**src/rtl/pipe_ctrl_n.sv**
```systemverilog
// pipe_ctrl_n: pipeline hazard/flush controller; PIPE_CTRL_PERF_EN adds HOLD/flush perf counters.
// Latency: stall/flush are combinational from inputs; stage_valid, ctrl_state and flags update one edge later.
// Backpressure: the highest unflushed stallreq holds PC and stages 0..k, and stage k+1 takes a bubble.
module pipe_ctrl_n #(
  parameter int STAGES    = 5,
  parameter int STALL_MAX = 255
) (
  input  logic              clk,
  input  logic              rst,
  input  logic [STAGES-1:0] stallreq,
  input  logic              flush_req,
  input  logic [2:0]        flush_upto,
  input  logic              in_valid,
  output logic [STAGES:0]   stall,
  output logic [STAGES-1:0] flush,
  output logic [STAGES-1:0] stage_valid,
  output logic [1:0]        ctrl_state,
  output logic              stall_timeout,
  output logic [31:0]       stall_cycles,
  output logic [15:0]       flush_count
);

  typedef enum logic [1:0] {
    ST_RUN   = 2'd0,
    ST_HOLD  = 2'd1,
    ST_FLUSH = 2'd2
  } state_t;

  localparam logic [2:0]  LAST_IDX  = 3'(STAGES - 1);
  localparam logic [15:0] STALL_LIM = 16'(STALL_MAX);

  logic [2:0]        flush_lim;
  logic [STAGES-1:0] live_req;
  logic [STAGES-1:0] prev_valid;
  logic [3:0]        top_idx;
  logic              req_any;
  logic              hold_cyc;

  state_t            state_q, state_d;
  logic [STAGES-1:0] stage_valid_q, stage_valid_d;
  logic [15:0]       hold_cnt_q, hold_cnt_d;
  logic              stall_timeout_q, stall_timeout_d;

  // Flushed stages are dead this cycle, so their hold requests are masked out.
  always_comb begin
    flush_lim = (flush_upto > LAST_IDX) ? LAST_IDX : flush_upto;
    flush     = '0;
    for (int j = 0; j < STAGES; j++) begin
      flush[j] = flush_req && (3'(j) <= flush_lim);
    end
    live_req = stallreq & ~flush;
    req_any  = 1'b0;
    top_idx  = '0;
    for (int i = 0; i < STAGES; i++) begin
      if (live_req[i]) begin
        req_any = 1'b1;
        top_idx = 4'(i);
      end
    end
    // top_idx is 4 bits wide so top_idx+1 cannot wrap for STAGES=8.
    stall = '0;
    for (int i = 0; i <= STAGES; i++) begin
      stall[i] = req_any && (4'(i) <= (top_idx + 4'd1));
    end
  end

  // stall[0] implies stall[1], so stage 0 never reaches the bubble branch.
  always_comb begin
    prev_valid    = {stage_valid_q[STAGES-2:0], in_valid};
    stage_valid_d = '0;
    for (int j = 0; j < STAGES; j++) begin
      if (flush[j])          stage_valid_d[j] = 1'b0;
      else if (stall[j+1])   stage_valid_d[j] = stage_valid_q[j];
      else if (stall[j])     stage_valid_d[j] = 1'b0;
      else                   stage_valid_d[j] = prev_valid[j];
    end
  end

  always_comb begin
    state_d = ST_RUN;
    if (flush_req)   state_d = ST_FLUSH;
    else if (|stall) state_d = ST_HOLD;
    hold_cyc   = (state_d == ST_HOLD);
    hold_cnt_d = '0;
    if (hold_cyc) begin
      hold_cnt_d = (hold_cnt_q == 16'hFFFF) ? hold_cnt_q : hold_cnt_q + 16'd1;
    end
    stall_timeout_d = stall_timeout_q || (hold_cnt_d >= STALL_LIM);
  end

  always_ff @(posedge clk or negedge rst) begin
    if (!rst) begin
      state_q         <= ST_RUN;
      stage_valid_q   <= '0;
      hold_cnt_q      <= '0;
      stall_timeout_q <= 1'b0;
    end else begin
      state_q         <= state_d;
      stage_valid_q   <= stage_valid_d;
      hold_cnt_q      <= hold_cnt_d;
      stall_timeout_q <= stall_timeout_d;
    end
  end

  assign stage_valid   = stage_valid_q;
  assign ctrl_state    = state_q;
  assign stall_timeout = stall_timeout_q;

`ifdef PIPE_CTRL_PERF_EN
  logic [31:0] stall_cycles_q, stall_cycles_d;
  logic [15:0] flush_count_q, flush_count_d;

  always_comb begin
    stall_cycles_d = stall_cycles_q;
    flush_count_d  = flush_count_q;
    if (hold_cyc && (stall_cycles_q != 32'hFFFF_FFFF)) stall_cycles_d = stall_cycles_q + 32'd1;
    if (flush_req && (flush_count_q != 16'hFFFF))      flush_count_d  = flush_count_q + 16'd1;
  end

  always_ff @(posedge clk or negedge rst) begin
    if (!rst) begin
      stall_cycles_q <= '0;
      flush_count_q  <= '0;
    end else begin
      stall_cycles_q <= stall_cycles_d;
      flush_count_q  <= flush_count_d;
    end
  end

  assign stall_cycles = stall_cycles_q;
  assign flush_count  = flush_count_q;
`else
  assign stall_cycles = '0;
  assign flush_count  = '0;
`endif

endmodule
```
**config.mk**
```make
export PLATFORM = sky130hd
export DESIGN_NAME = pipe_ctrl_n
export DESIGN_NICKNAME = d
export VERILOG_FILES = /design/src/rtl/pipe_ctrl_n.sv
export SDC_FILE = /design/constraint.sdc
export NUM_CORES = 1
export LEC_CHECK = 0
export ABC_AREA = 0
export BUFFER_PORTS_ARGS = -buffer_cell sky130_fd_sc_hd__clkbuf_2
export CORE_UTILIZATION = 47
export CTS_CLUSTER_SIZE = 12
export DETAILED_ROUTE_END_ITERATION = 8
export PLACE_DENSITY_LB_ADDON = 0.05
export SLEW_MARGIN = 20
export SYNTH_ARGS = -nofsm -noshare
export SYNTH_HDL_FRONTEND = slang
export SYNTH_SLANG_ARGS = --single-unit
```
**constraint.sdc**
```tcl
create_clock -name clk -period 3 [get_ports clk]
set_input_delay 0.45 -clock clk [delete_from_list [all_inputs] [get_ports clk]]
set_output_delay 0.45 -clock clk [all_outputs]
set_load 0.02 [all_outputs]
```
======== After elaboration in Yosys (flattened, before gate mapping) ========
Index checks and enable logic that the tools add are counted.
operators by class
  add/sub/neg operators ................... 2
  multipliers ............................. 0
  divide/modulo/power cells ............... 0
  order comparisons ....................... 13
  eq/ne operators ......................... 7
  shift operators ......................... 0
  mux-type cells .......................... 29
  bitwise logic cells ..................... 2
  reduce and logical (&&, ||, !) cells .... 13
operator list
  cell                   number
  $mux 16                2
  $mux 1                 22
  $add 16x1->16 const B  1
  $eq 16x16->1 const B   1
  $ge 16x8->1 const B    1
  $mux 4                 3
  $logic_and 1x1->1      11
  $ne 2x1->1 const B     5
  $le 1x4->1 const A     2
  $le 2x4->1 const A     2
  $le 3x4->1 const A     2
  $le 1x3->1 const A     2
  $le 2x3->1 const A     2
  $reduce_or 6->1        1
  $and 5x5->5            1
  $not 5->5              1
  $add 4x1->4 const B    1
  $gt 3x3->1 const B     1
  $le 3x3->1 const A     1
  $mux 3                 1
  $eq 2x1->1 const B     1
  $mux 2                 1
  $logic_or 1x1->1       1
word-level totals
  register bits after elaboration ......... 24
  latch bits .............................. 0
  bits in writable memories ............... 0
  ROM bits ................................ 0
  bits of input ports ..................... 12
  output and inout port bits .............. 67
  memories kept ........................... 0

======== Longest topological paths before layout ========
  depth after elaboration ................. 20
  depth in mapped cells ................... 8
  gate-level depth less buffers ........... 7

======== Least setup slack after synthesis ========
No wires, ideal clock.
  path kind ............................... reg-to-reg
  start point ............................. reg hold_cnt_q[0]
  end point ............................... reg stall_timeout_q (netlist: stall_timeout)
  setup time .............................. 124 ps
  arrival time ............................ 2223 ps
  data required time ...................... 2876 ps
  slack ................................... 653 ps
  cell stages (with the launch flop) ...... 8
  path buffers ............................ 0
  cell sequence ........................... dfrtp_1 > ha_1 > and3_2 > nand4_1 > o311a_1 > a311o_1 > or4_1 > a211o_1
between the ends
  cells in the longest elaborated chain, start to end .. 5
RTL lines
  item                                                  line  RTL
  start, declared                                       41    logic [15:0] hold_cnt_q, hold_cnt_d;
  start signal, assigned                                100   hold_cnt_q <= hold_cnt_d;
  $add 16x1->16 / $eq 16x16->1 (equally long branches)  86    hold_cnt_d = (hold_cnt_q == 16'hFFFF) ? hold_cnt_q : hold_cnt_q + 16'd1;
  $mux 16 *                                             86
  $mux 16 *                                             85    if (hold_cyc) begin
  net hold_cnt_d[14]                                    41
  $ge 16x8->1 *                                         88    stall_timeout_d = stall_timeout_q || (hold_cnt_d >= STALL_LIM);
  $logic_or 1x1->1 *                                    88
  net stall_timeout_d                                   42    logic stall_timeout_q, stall_timeout_d;
  end signal, assigned                                  101   stall_timeout_q <= stall_timeout_d;
  end, declared                                         42
Mark *: on every way through the listed nets, which the timed path passes. The rest lies on a longest branch.
A chain may end at the register's enable or synchronous reset.

======== Worst setup path in the final report ========
Ends and elaborated chain as after synthesis.

==> metrics.yaml <==
period_share_pct: 84.32
ioPinCount: 79
placement_rows: 21
tightest_slew_ps: 600.2
die_w_um: 63.51
cp_num_buf_inv: 0
vias_per_cell: 4.791
maxSlewViolCount: 0
synth_async_sr_flop_share_pct: 100.0
cts_buffer_depth: 2
synth_top_area_share_pct: 33.78
setup_tns_ps: 0
path_clk_slew_ps: 90
synth_common_cells: "buf_4 (49), dfrtp_1 (24), nor2_1 (22)"
pre_cts_slack_ps: 503.2
grt_pass1_wl_um: 5382
yosysTopAreaCell: "dfrtp_1"
timing.rr.start: "hold_cnt_q[0]"
yosysSeqAreaShare_pct: 33.78
drc: 0
synth.most_common_cell: "buf_4"
cp.arrival_ps: 2690
ys.flop_type: "dfrtp_1"
antenna_found_initial: 0
wl_per_cell_um: 11.62
synth_area_um2: 1778
critPathMaxFanout: 7
grt-ovfl-total: 0
yosys_warnings: 0
status: "completed"
synth-seq-cells: 24
finalCriticalPeriod_ps: 2530
antenna_left: 0
finalHoldViolations: 0
htreeDepth: 1
nets: 255
setup_ws_ps: 470.4
worstSetupPathType: "flip-flop to flip-flop"
crit_family: "compound AO/OA/AOI/OAI gates"
num_vias: 1375
syn_avg_cell_area_um2: 8.426
cts_root_buffer: "clkbuf_8"
crit_slowest_cell: "or4_1"
area_delta_synth_final_pct: 3.870
p_per_area_nw_per_um2: 414.9
setup_violations: 0
ir_drop_uv: 222.7
grt_pass1_vias: 1159
startpoint_type: "flip-flop"
clock_sinks: 24
min_path_type: "input pin to async pin"
holdBufCountCts: 0
initial_core_util_pct: 51.26
power_w: 0.0007662
postCtsSetupBuffers: 0
reg2reg_setup_slack_ps: 470
cts_buffers: 3
dp_hpwl_um: 2540
port_buffers: 30
insertion_delay_ps: 270
syn_inst: 211
wl_um: 3334
grt_usage_pct: 16.89
grt_setup_unrepaired: "false"
place_congestion: 0.8027
n_antenna_cell: 0
drt_iter0_markers: 34
grt_max_degree: 25
fill_cells: 362
path_cells: "ha_1, and3_2, nand4_1, o311a_1, a311o_1, or4_1, a211o_1"
cts_tree: "yes"
yosysUniqueCellTypes: 41
worstPathRequired_ps: 3160
die_area_um2: 4033
drt_pass1_iterations: 4
critical-path-max-stage-delay_ps: 460
drv_cap: 0
cts_resized: 0
fmax_mhz: 395.3
synth_edf_count: 0
max_slew_margin_pct: 59.99
chipHeight_um: 63.51
end_kind: "flip-flop"
drive_gt1_share_pct: 17.43
core_area_um2: 3468
leakage_nw: 0.8911
crit_path_start: "hold_cnt_q[0]"
synthTopCellsByArea: "dfrtp_1 (34%), buf_4 (21%), nor2_1 (4.6%)"
whs_ps: 164.9
skew_ps: 2.814
-- state kept, by name (all words and copies together), names as in the netlist --
| name | flops |
|---|---|
| ctrl_state | 2 |
| hold_cnt_q | 16 |
| stage_valid | 5 |
| stall_timeout | 1 |
-- placed cells by master, fill, tap and decap left out, drive strengths merged --
cell	Yosys	final
o41ai	1	1
a31oi	1	1
a21o	2	2
nand4	6	6
nor3	7	7
xor2	3	3
nor3b	3	3
and4	4	4
or2	2	2
a311o	1	1
a21oi	13	13
and3	2	2
nor2b	3	3
nand2	14	14
nor2	22	22
mux2i	3	3
dfrtp	24	24
mux2	1	1
clkbuf	2	33
and3b	1	1
bufinv	0	1
buf	52	3
nand2b	1	1
o21ai	9	9
or4	1	1
nor4	2	2
a2111oi	1	1
xnor2	6	6
a211o	1	1
and2	3	3
ha	1	1
a222oi	1	1
nand3	4	4
o211ai	1	1
inv	9	9
conb	1	48
o311a	1	1
a22oi	1	1
o2bb2a	1	1
-- logic make-up (layout without fill, tap and decap cells) --
family,after synthesis,in the layout,share of synthesized area (%)
AO/OA/AOI/OAI,34,34,11.96
XOR/XNOR,9,9,4.434
adder cells (fa/ha/maj),1,1,0.7036
buffers and inverters,63,46,24.91
flip-flops,24,24,33.78
multiplexers,4,4,2.322
other,1,48,0.2109
AND/OR/NAND/NOR,75,75,21.68
-- metal layers --
layer  track usage, %  share of wire (%)  wire (um)  vias to the layer above
met1            24.12                 49       1640                      625
li1                 -                  -          -                      689
met4            5.966                1.4         46                        0
met2            25.80                 44       1474                       56
met3            2.355                5.2        173                        5
met5                0                  0          0                        -
-- worst paths after layout --
path                            cells past startpoint              to
worst max-delay path                                7   stall_timeout
worst min-delay path                                1   ctrl_state[1]
worst max register to register                      7   stall_timeout
worst min register to register                      2  stage_valid[4]
max in group asynchronous                           1   hold_cnt_q[4]
min in group clk                                    1   ctrl_state[1]
-- through the flow --
stage          instance area (um^2)  util, %  std cells
2_1_floorplan                  1954        -        258
4_1_cts                        1847    53.25        287
3_3_place_gp                   1775    51.19        283
3_5_place_dp                   1775    51.19        283
5_1_grt                        1847    53.25        287
6_report                       1847    53.25        287
-- worst reg2reg max path: cells and delay by family (launching register included) --
kind	cells	cell delay [ps]
AOI/OAI and AO/OA	3	880
and+or+nand+nor	3	780
adders and majority gates	1	310
DFF	1	440
-- report_power, final --
part	total (W)	leakage, nW	internal (W)	switching (W)
logic	0.000141	0.532	0.0000312	0.000110
clock network	0.000290	0.0357	0.000179	0.000111
registers	0.000335	0.323	0.000329	0.00000623
total	0.000766	0.891	0.000539	0.000227
-- area by class of cell --
type	count	area [um^2]	area share [%]
Tap cell	46	57.56	3.117
Sequential cell	24	600.6	32.52
Clock buffer	3	41.29	2.236
Inverter	9	33.78	1.829
Timing Repair Buffer	33	172.7	9.350
Clock inverter	1	30.03	1.626
Multi-Input combinational cell	171	910.9	49.32
Power figures use the tool's default switching activity.
